===== src/rtl/alu_regfile_datapath.sv =====
// Execution datapath: 8-entry register file, operand-B select, 4-op ALU and ZERO flag.
// Define ALU_REGFILE_SIM_DELAY_EN to add simulation-only timing annotations to every path.
`ifdef ALU_REGFILE_SIM_DELAY_EN
`define ALU_RF_DLY1 #1
`define ALU_RF_DLY2 #2
`else
`define ALU_RF_DLY1
`define ALU_RF_DLY2
`endif

module alu_regfile_datapath #(
    parameter int unsigned DATA_W = 8,
    parameter int unsigned ADDR_W = 3
) (
    input  logic              CLK,
    input  logic              RESET,
    input  logic              WRITEENABLE,
    input  logic [ADDR_W-1:0] WRITEREG,
    input  logic [ADDR_W-1:0] READREG1,
    input  logic [ADDR_W-1:0] READREG2,
    input  logic [DATA_W-1:0] IMMVAL,
    input  logic [2:0]        ALUOP,
    input  logic              SIGN,
    input  logic              IMMEDIATE,
    output logic [DATA_W-1:0] REGOUT1,
    output logic [DATA_W-1:0] REGOUT2,
    output logic [DATA_W-1:0] ALURESULT,
    output logic              ZERO
);

    localparam int unsigned NumRegs = 2 ** ADDR_W;

    typedef enum logic [2:0] {
        OpForward = 3'b000,
        OpAdd     = 3'b001,
        OpAnd     = 3'b010,
        OpOr      = 3'b011
    } alu_op_e;

    logic [DATA_W-1:0] regs_q [NumRegs];
    logic [DATA_W-1:0] neg_b;
    logic [DATA_W-1:0] op_a;
    logic [DATA_W-1:0] op_b;
    logic [DATA_W-1:0] fwd_res;
    logic [DATA_W-1:0] add_res;
    logic [DATA_W-1:0] and_res;
    logic [DATA_W-1:0] or_res;
    logic [DATA_W-1:0] alu_res;

    // Reset wins over write-back; the write samples ALURESULT at the edge.
    always_ff @(posedge CLK) begin
        if (RESET) begin
            regs_q <= `ALU_RF_DLY1 '{default: '0};
        end else if (WRITEENABLE) begin
            regs_q[WRITEREG] <= `ALU_RF_DLY1 ALURESULT;
        end
    end

    // No write bypass: a read sees the old contents until the edge.
    assign `ALU_RF_DLY2 REGOUT1 = regs_q[READREG1];
    assign `ALU_RF_DLY2 REGOUT2 = regs_q[READREG2];

    assign `ALU_RF_DLY1 neg_b = ~REGOUT2 + 1'b1;

    assign op_a = REGOUT1;
    assign op_b = IMMEDIATE ? IMMVAL : (SIGN ? neg_b : REGOUT2);

    assign `ALU_RF_DLY1 fwd_res = op_b;
    assign `ALU_RF_DLY2 add_res = op_a + op_b;
    assign `ALU_RF_DLY1 and_res = op_a & op_b;
    assign `ALU_RF_DLY1 or_res  = op_a | op_b;

    // Reserved opcodes produce zero, which also raises ZERO.
    always_comb begin
        alu_res = '0;
        case (ALUOP)
            OpForward: alu_res = fwd_res;
            OpAdd:     alu_res = add_res;
            OpAnd:     alu_res = and_res;
            OpOr:      alu_res = or_res;
            default:   alu_res = '0;
        endcase
    end

    assign ALURESULT = alu_res;
    assign ZERO      = (ALURESULT == '0);

endmodule

`undef ALU_RF_DLY1
`undef ALU_RF_DLY2


===== config.mk =====
export PLATFORM = sky130hd
export DESIGN_NAME = alu_regfile_datapath
export DESIGN_NICKNAME = d
export VERILOG_FILES = /design/src/rtl/alu_regfile_datapath.sv
export SDC_FILE = /design/constraint.sdc
export NUM_CORES = 1
export LEC_CHECK = 0
export ABC_CLOCK_PERIOD_IN_PS = 9500
export CAP_MARGIN = 25
export CORE_AREA = 2 2 115 140
export DETAILED_ROUTE_END_ITERATION = 10
export DIE_AREA = 0 0 117 142
export GPL_TIMING_DRIVEN = 0
export PLACE_DENSITY = 0.53
export SLEW_MARGIN = 20
export SYNTH_ARGS = -nofsm -noshare
export SYNTH_HDL_FRONTEND = slang
export SYNTH_SLANG_ARGS = --single-unit

===== constraint.sdc =====
create_clock -name CLK -period 9.5 [get_ports CLK]
set_input_delay 0.95 -clock CLK [delete_from_list [all_inputs] [get_ports CLK]]
set_output_delay 0.95 -clock CLK [all_outputs]
set_load 0.05 [all_outputs]

# [After elaboration in Yosys (flattened, before gate mapping)]
# Index checks and enable logic that the tools add are counted.
[totals] regBits=64 latch_bits=0 ram_bits=0 rom_bits=0 in_bits=25 output_inout_bits=25 wordCells=38 n_memories=0
[classes] add_sub_neg=2 mul=0 div_mod_pow=0 order_cmp=4 n_eq_ne=3 n_shift=0 n_mux=12 bitwise_logic=6 n_reduce_logical=3
[ops] op="$bwmux 64" n=1
[ops] op="$mux 8" n=7
[ops] op="$bmux 8 s3" n=2
[ops] op="$pmux 8 s4" n=1
[ops] op="$demux 8 s3" n=1
[ops] op="$ge 4x4->1 const B" n=3
[ops] op="$not 3->4" n=3
[ops] op="$add 8x1->8 const B" n=1
[ops] op="$add 8x8->8" n=1
[ops] op="$and 8x8->8" n=1
[ops] op="$logic_not 8->1" n=1
[ops] op="$not 8->8" n=1
[ops] op="$or 8x8->8" n=1
[ops] op="$eq 3x2->1 const B" n=2
[ops] op="$lt 4x1->1 const B" n=1
[ops] op="$eq 3x1->1 const B" n=1
[ops] op="$logic_not 3->1" n=1
[ops] op="$logic_and 1x1->1" n=1

# [Longest topological paths before layout]
[logic_depth] word_depth=11 mapped_depth=20 depth_no_buf=17

# [Worst setup path before layout]
# Ideal clock, no wire load.
[synth_path] path_kind="input-to-output" startpoint="in READREG1[0]" endpoint="out ZERO" t_arrival_ns=5.033 t_required_ns=8.550 slack_ns=3.517 cell_stages=15 path_buffers=2 cell_sequence="clkbuf_1 -> clkbuf_1 -> mux4_2 -> mux2i_1 -> inv_1 -> ha_1 -> a21oi_1 -> a21boi_0 -> o21ai_0 -> nand2b_1 -> xnor2_1 -> o32ai_1 -> a21oi_4 -> inv_2 -> nor4_4"
[synth_via] elab_chain_cells=7 word_cells_on_any_way=9 classes_between="add/sub: 1; mux: 4; bitwise: 3; reduce/logical: 1"
[synth_lines] item="start: declaration" line="19" source="input logic [ADDR_W-1:0] READREG1,"
[synth_lines] item="$not 3->4 (implied by the code)" line="60" source="assign `ALU_RF_DLY2 REGOUT1 = regs_q[READREG1];"
[synth_lines] item="$bmux 8 s3" line="60"
[synth_lines] item="$mux 8 (implied by the code) (2 in series)" line="60"
[synth_lines] item="via REGOUT1[1]" line="25" source="output logic [DATA_W-1:0] REGOUT1,"
[synth_lines] item="$add 8x8->8" line="69" source="assign `ALU_RF_DLY2 add_res = op_a + op_b;"
[synth_lines] item="$pmux 8 s4" line="76" source="case (ALUOP)"
[synth_lines] item="via ALURESULT[5]" line="27" source="output logic [DATA_W-1:0] ALURESULT,"
[synth_lines] item="$logic_not 8->1" line="86" source="assign ZERO = (ALURESULT == '0);"
[synth_lines] item="end: declaration" line="28" source="output logic ZERO"
# The timed path passes the listed nets, and every way through them passes these cells. The select of a mux whose other input is x is not followed.

# [Worst setup path in the final report]
[layout_path] startpoint="in READREG2[1]" endpoint="out ZERO"
[layout_via] elab_chain_cells=11 word_cells_on_any_way=13 classes_between="add/sub: 2; mux: 6; bitwise: 4; reduce/logical: 1"
[layout_lines] item="start: declaration" line="20" source="input logic [ADDR_W-1:0] READREG2,"
[layout_lines] item="$not 3->4 (implied by the code) (*)" line="61" source="assign `ALU_RF_DLY2 REGOUT2 = regs_q[READREG2];"
[layout_lines] item="$bmux 8 s3 (*)" line="61"
[layout_lines] item="$mux 8 (implied by the code) (*) (2 in series)" line="61"
[layout_lines] item="$not 8->8" line="63" source="assign `ALU_RF_DLY1 neg_b = ~REGOUT2 + 1'b1;"
[layout_lines] item="$add 8x1->8" line="63"
[layout_lines] item="$mux 8 (*) (2 in series)" line="66" source="assign op_b = IMMEDIATE ? IMMVAL : (SIGN ? neg_b : REGOUT2);"
[layout_lines] item="$add 8x8->8, or another cell as far along" line="69"
[layout_lines] item="$pmux 8 s4 (*)" line="76"
[layout_lines] item="$logic_not 8->1 (*)" line="86"
# Every way passes the cells marked *; elsewhere a longest branch is shown, timed or not. The select of a mux whose other input is x is not followed.

==> summary.txt <==
Run status
  – Status: finished clean

Setup path
  – Crit start category: input port
  – Critical Path Start: READREG2[1]
  – WP data required: 8.55 ns
  – Worst Reg-to-Reg Cells: 17
  – CP endpoint kind: output pin
  – CP max FO: 10
  – Critical setup path kind: input port to output pin
  – CP endpoint: ZERO
  – WP data arrival: 6.54 ns
  – FF-to-FF End: regs_q[4]$_SDFFE_PP0P_
  – Worst reg2reg path startpoint: regs_q[40]$_SDFFE_PP0P_
  – Reg2Reg Setup Slack: roughly 5.4 ns

Logic synthesis
  – Mapped Nets: 547
  – Primary FF master, synth: dfxtp_1
  – Mapped cell area: 4501 sq um
  – Mapped Cells: between 500 and 600
  – Syn_area_per_cell: 8.930 sq um
  – FFs w/ async S/R, synth: 0%
  – Seq/Total Area, Yosys: ~28%
  – Synth unique cells: 56
  – Yosys warning count: 0
  – Synth Register Bits: 64
  – Post-synth EDFFs: 0

Placement
  – Port bufs: 41
  – Post-Place Setup Slack: approximately 2 ns
  – Placed cells: 754
  – Post-DP HPWL: 10.97 mm
  – GP Congestion: 0.9082
  – Placed cell area: between 5000 and 6000 sq um

Pwr
  – Sw frac: 30.86%
  – Power per cell area: 149.0 nW/um^2
  – Sw Pwr: ~250 uW
  – Comb pwr share: 22.8%
  – Maximum VDD drop: between 0.08 and 0.09 mV
  – Clock Power Share: roughly 43%
  – Total power draw: 819.0 uW
  – Internal cell power: between 500 and 600 uW
  – Leakage: 2.053 nW
  – Flop pwr share: 34.6%

Cells and area
  – Nets@finish: 600
  – Biggest register: regs_q
  – Final instance area: 5497 sq um
  – Largest regs: regs_q x64
  – Share of cells above drive strength 1: between 10% and 20%
  – Area delta synth->final: 22.13%
  – Ant diodes: 0
  – Flip-flop count of the largest register after layout: 64
  – Finished Layout Cells: a little under 800

Drt
  – Post-DRT Antenna Nets: 0
  – WL per Instance: 17.87 um
  – Final WL: 13.76 mm
  – Drt initial violations: 233
  – DRC: 0
  – TritonRoute pass-1 iters: 4
  – Vias after detailed routing: 3951
  – Via-to-Cell Ratio: approximately 5.1

Clock tree
  – Post-cts resize count: 0
  – Root Buffer: clkbuf_16
  – Postcts setup bufs: 0
  – CTS clock-pin slew for the worst setup and hold paths: 0.05 ns
  – CTS H-Tree Depth: 3
  – Clk_lat worst skew: 0.34 ns
  – CTS tree: done
  – Clk sink count: 64
  – Bufs on Longest Clock Path: 2
  – Num CTS Buffers: 9
  – # hold bufs at CTS: 0

STA
  – Setup Viol. Count Final: 0
  – Final Hold Viols: 0
  – Final worst path period share: 78.89%
  – Clock skew: 0.004282 ns
  – Slew @ Worst Pin: 0.8493 ns
  – Setup TNS Final: 0 ns
  – Post-layout min period: about 7.5 ns
  – Relative slew slack: 43.38%
  – RSZ-0062 raised after global routing: no
  – Max frequency: between 100 and 150 MHz
  – Post-route setup slack: between 2 and 2.5 ns
  – Max Slew Vio Count: 0

GRT
  – Initial antenna violation count: 0
  – Vias in the first global route: slightly above 4000
  – Grt ovf: 0
  – Global-route wire length before repair: 21.78 mm
  – Largest net degree at the start of global routing: 13
  – GRT Overall Usage: approximately 17%

Hold path
  – Hold Path Class: flip-flop to flip-flop
  – HP Start: regs_q[23]$_SDFFE_PP0P_

Floorplanning
  – Chip width: 117 um
  – Die area: 16610 sq um
  – # IOs: 50
  – Site row count: 50
  – Chip height: 142 um
  – Starting Density: between 20% and 30%
  – Placeable Area: 15330 sq um

Job
  – Max Cap Violations: 0
[placed cells by master (no fill, tap or decap), drive strengths merged, types with 8 or more instances in the layout]
master	synthesis	routed
nor2	90	90
dfxtp	64	64
a211oi	50	50
clkdlybuf4s50	0	41
clkbuf	27	38
inv	32	34
nand2	32	32
mux4	26	26
o21ai	22	22
mux2i	20	20
a21oi	19	19
ha	17	17
nor2b	12	12
nand2b	10	10
buf	9	10
nor3	8	8
[Yosys cell counts, types with 2 or more instances]
master    number  share of area (%)
clkbuf_1      27                2.3
nand2_1       31                2.6
or3_1          2               0.28
buf_6          5                1.3
a21oi_1       17                1.9
o31ai_1        3               0.50
o21a_1         6                1.0
o32ai_1        2               0.39
a31oi_1        2               0.28
mux4_2        17                8.5
nor3_1         8               0.89
a211oi_1      42                7.0
mux4_1         9                5.3
inv_1         30                2.5
o21ai_0       22                2.4
mux2i_1       18                4.0
nand2b_1      10                1.4
nor2b_1       12                1.7
o41ai_2        2               0.72
nand4_1        3               0.42
a22oi_1        6                1.0
xnor2_1        3               0.58
a22o_1         2               0.39
mux2i_4        2                1.0
xor2_1         5               0.97
ha_1          17                4.7
mux2_2         5                1.3
a211oi_2       8                2.2
and2b_2        2               0.39
nor2_1        90                7.5
buf_1          3               0.25
nand3_1        6               0.67
dfxtp_1       64                 28
[power groups by stage]
stage          sequential [mW]  clock [mW]  combinational (mW)
2_1_floorplan            0.286           0               0.132
3_3_place_gp             0.288           0               0.183
3_5_place_dp             0.289           0               0.186
4_1_cts                  0.283       0.352               0.187
5_1_grt                  0.284       0.361               0.202
6_report                 0.283       0.350               0.186
[routing by layer]
layer	GRT usage (%)	up-vias	wire, um
li1	-	1932	-
met1	19.80	1892	5608
met2	30.91	96	7142
met3	2.342	31	494
met4	8.050	0	511
met5	0	-	0
[worst min-delay path by stage]
stage / endpoint / slack [ns] / cells past startpoint
3_3_place_gp: regs_q[57]$_SDFFE_PP0P_ / 0.49 / 2
2_1_floorplan: regs_q[17]$_SDFFE_PP0P_ / 0.46 / 2
5_1_grt: regs_q[28]$_SDFFE_PP0P_ / 0.54 / 2
3_5_place_dp: regs_q[23]$_SDFFE_PP0P_ / 0.51 / 2
4_1_cts: regs_q[23]$_SDFFE_PP0P_ / 0.51 / 2
6_report: regs_q[23]$_SDFFE_PP0P_ / 0.51 / 2
[critical path, cell delays in order]
cell and delay [ns]:
clkdlybuf4s50_1 0.62, buf_6 0.21, mux4_1 0.62, mux2i_4 0.26, ha_1 0.22, nor2b_1 0.06, xnor2_1 0.11, o21ai_0 0.32
inv_1 0.08, ha_1 0.36, nand3_1 0.15, a21boi_0 0.27, nor3b_1 0.10, o31ai_1 0.30, o21a_1 0.16, clkbuf_1 0.46
nand4_1 0.23, nor4_4 0.20, clkdlybuf4s50_1 0.84
[kinds of logic after synthesis]
family,Yosys count,share of synthesized area (%)
compound gates,122,20.63
xor+xnor,8,1.557
fa+ha+maj,18,5.171
buf+inv,68,6.589
flops,64,28.47
mux,51,20.02
simple gates,173,17.57
[area by class of cell]
cell class                      instances  area, sq um
Buffer                                 36        173.9
Clock buffer                           11        252.7
Clock inverter                          5        62.56
Fill cell                            1567         9831
Inverter                               32        122.6
Multi-Input combinational cell        372         2928
Sequential cell                        64         1281
Tap cell                              208        260.3
Timing Repair Buffer                   42        415.4
[metrics by stage]
stage / hold WS [ns] / utilization, %
after floorplan: 0.4629 / -
after global placement: 0.4927 / 33.74
after detailed placement: 0.5051 / 33.80
after global routing: 0.5367 / 35.86
after CTS: 0.5125 / 35.86
final: 0.5088 / 35.86
Power figures use the tool's default switching activity.
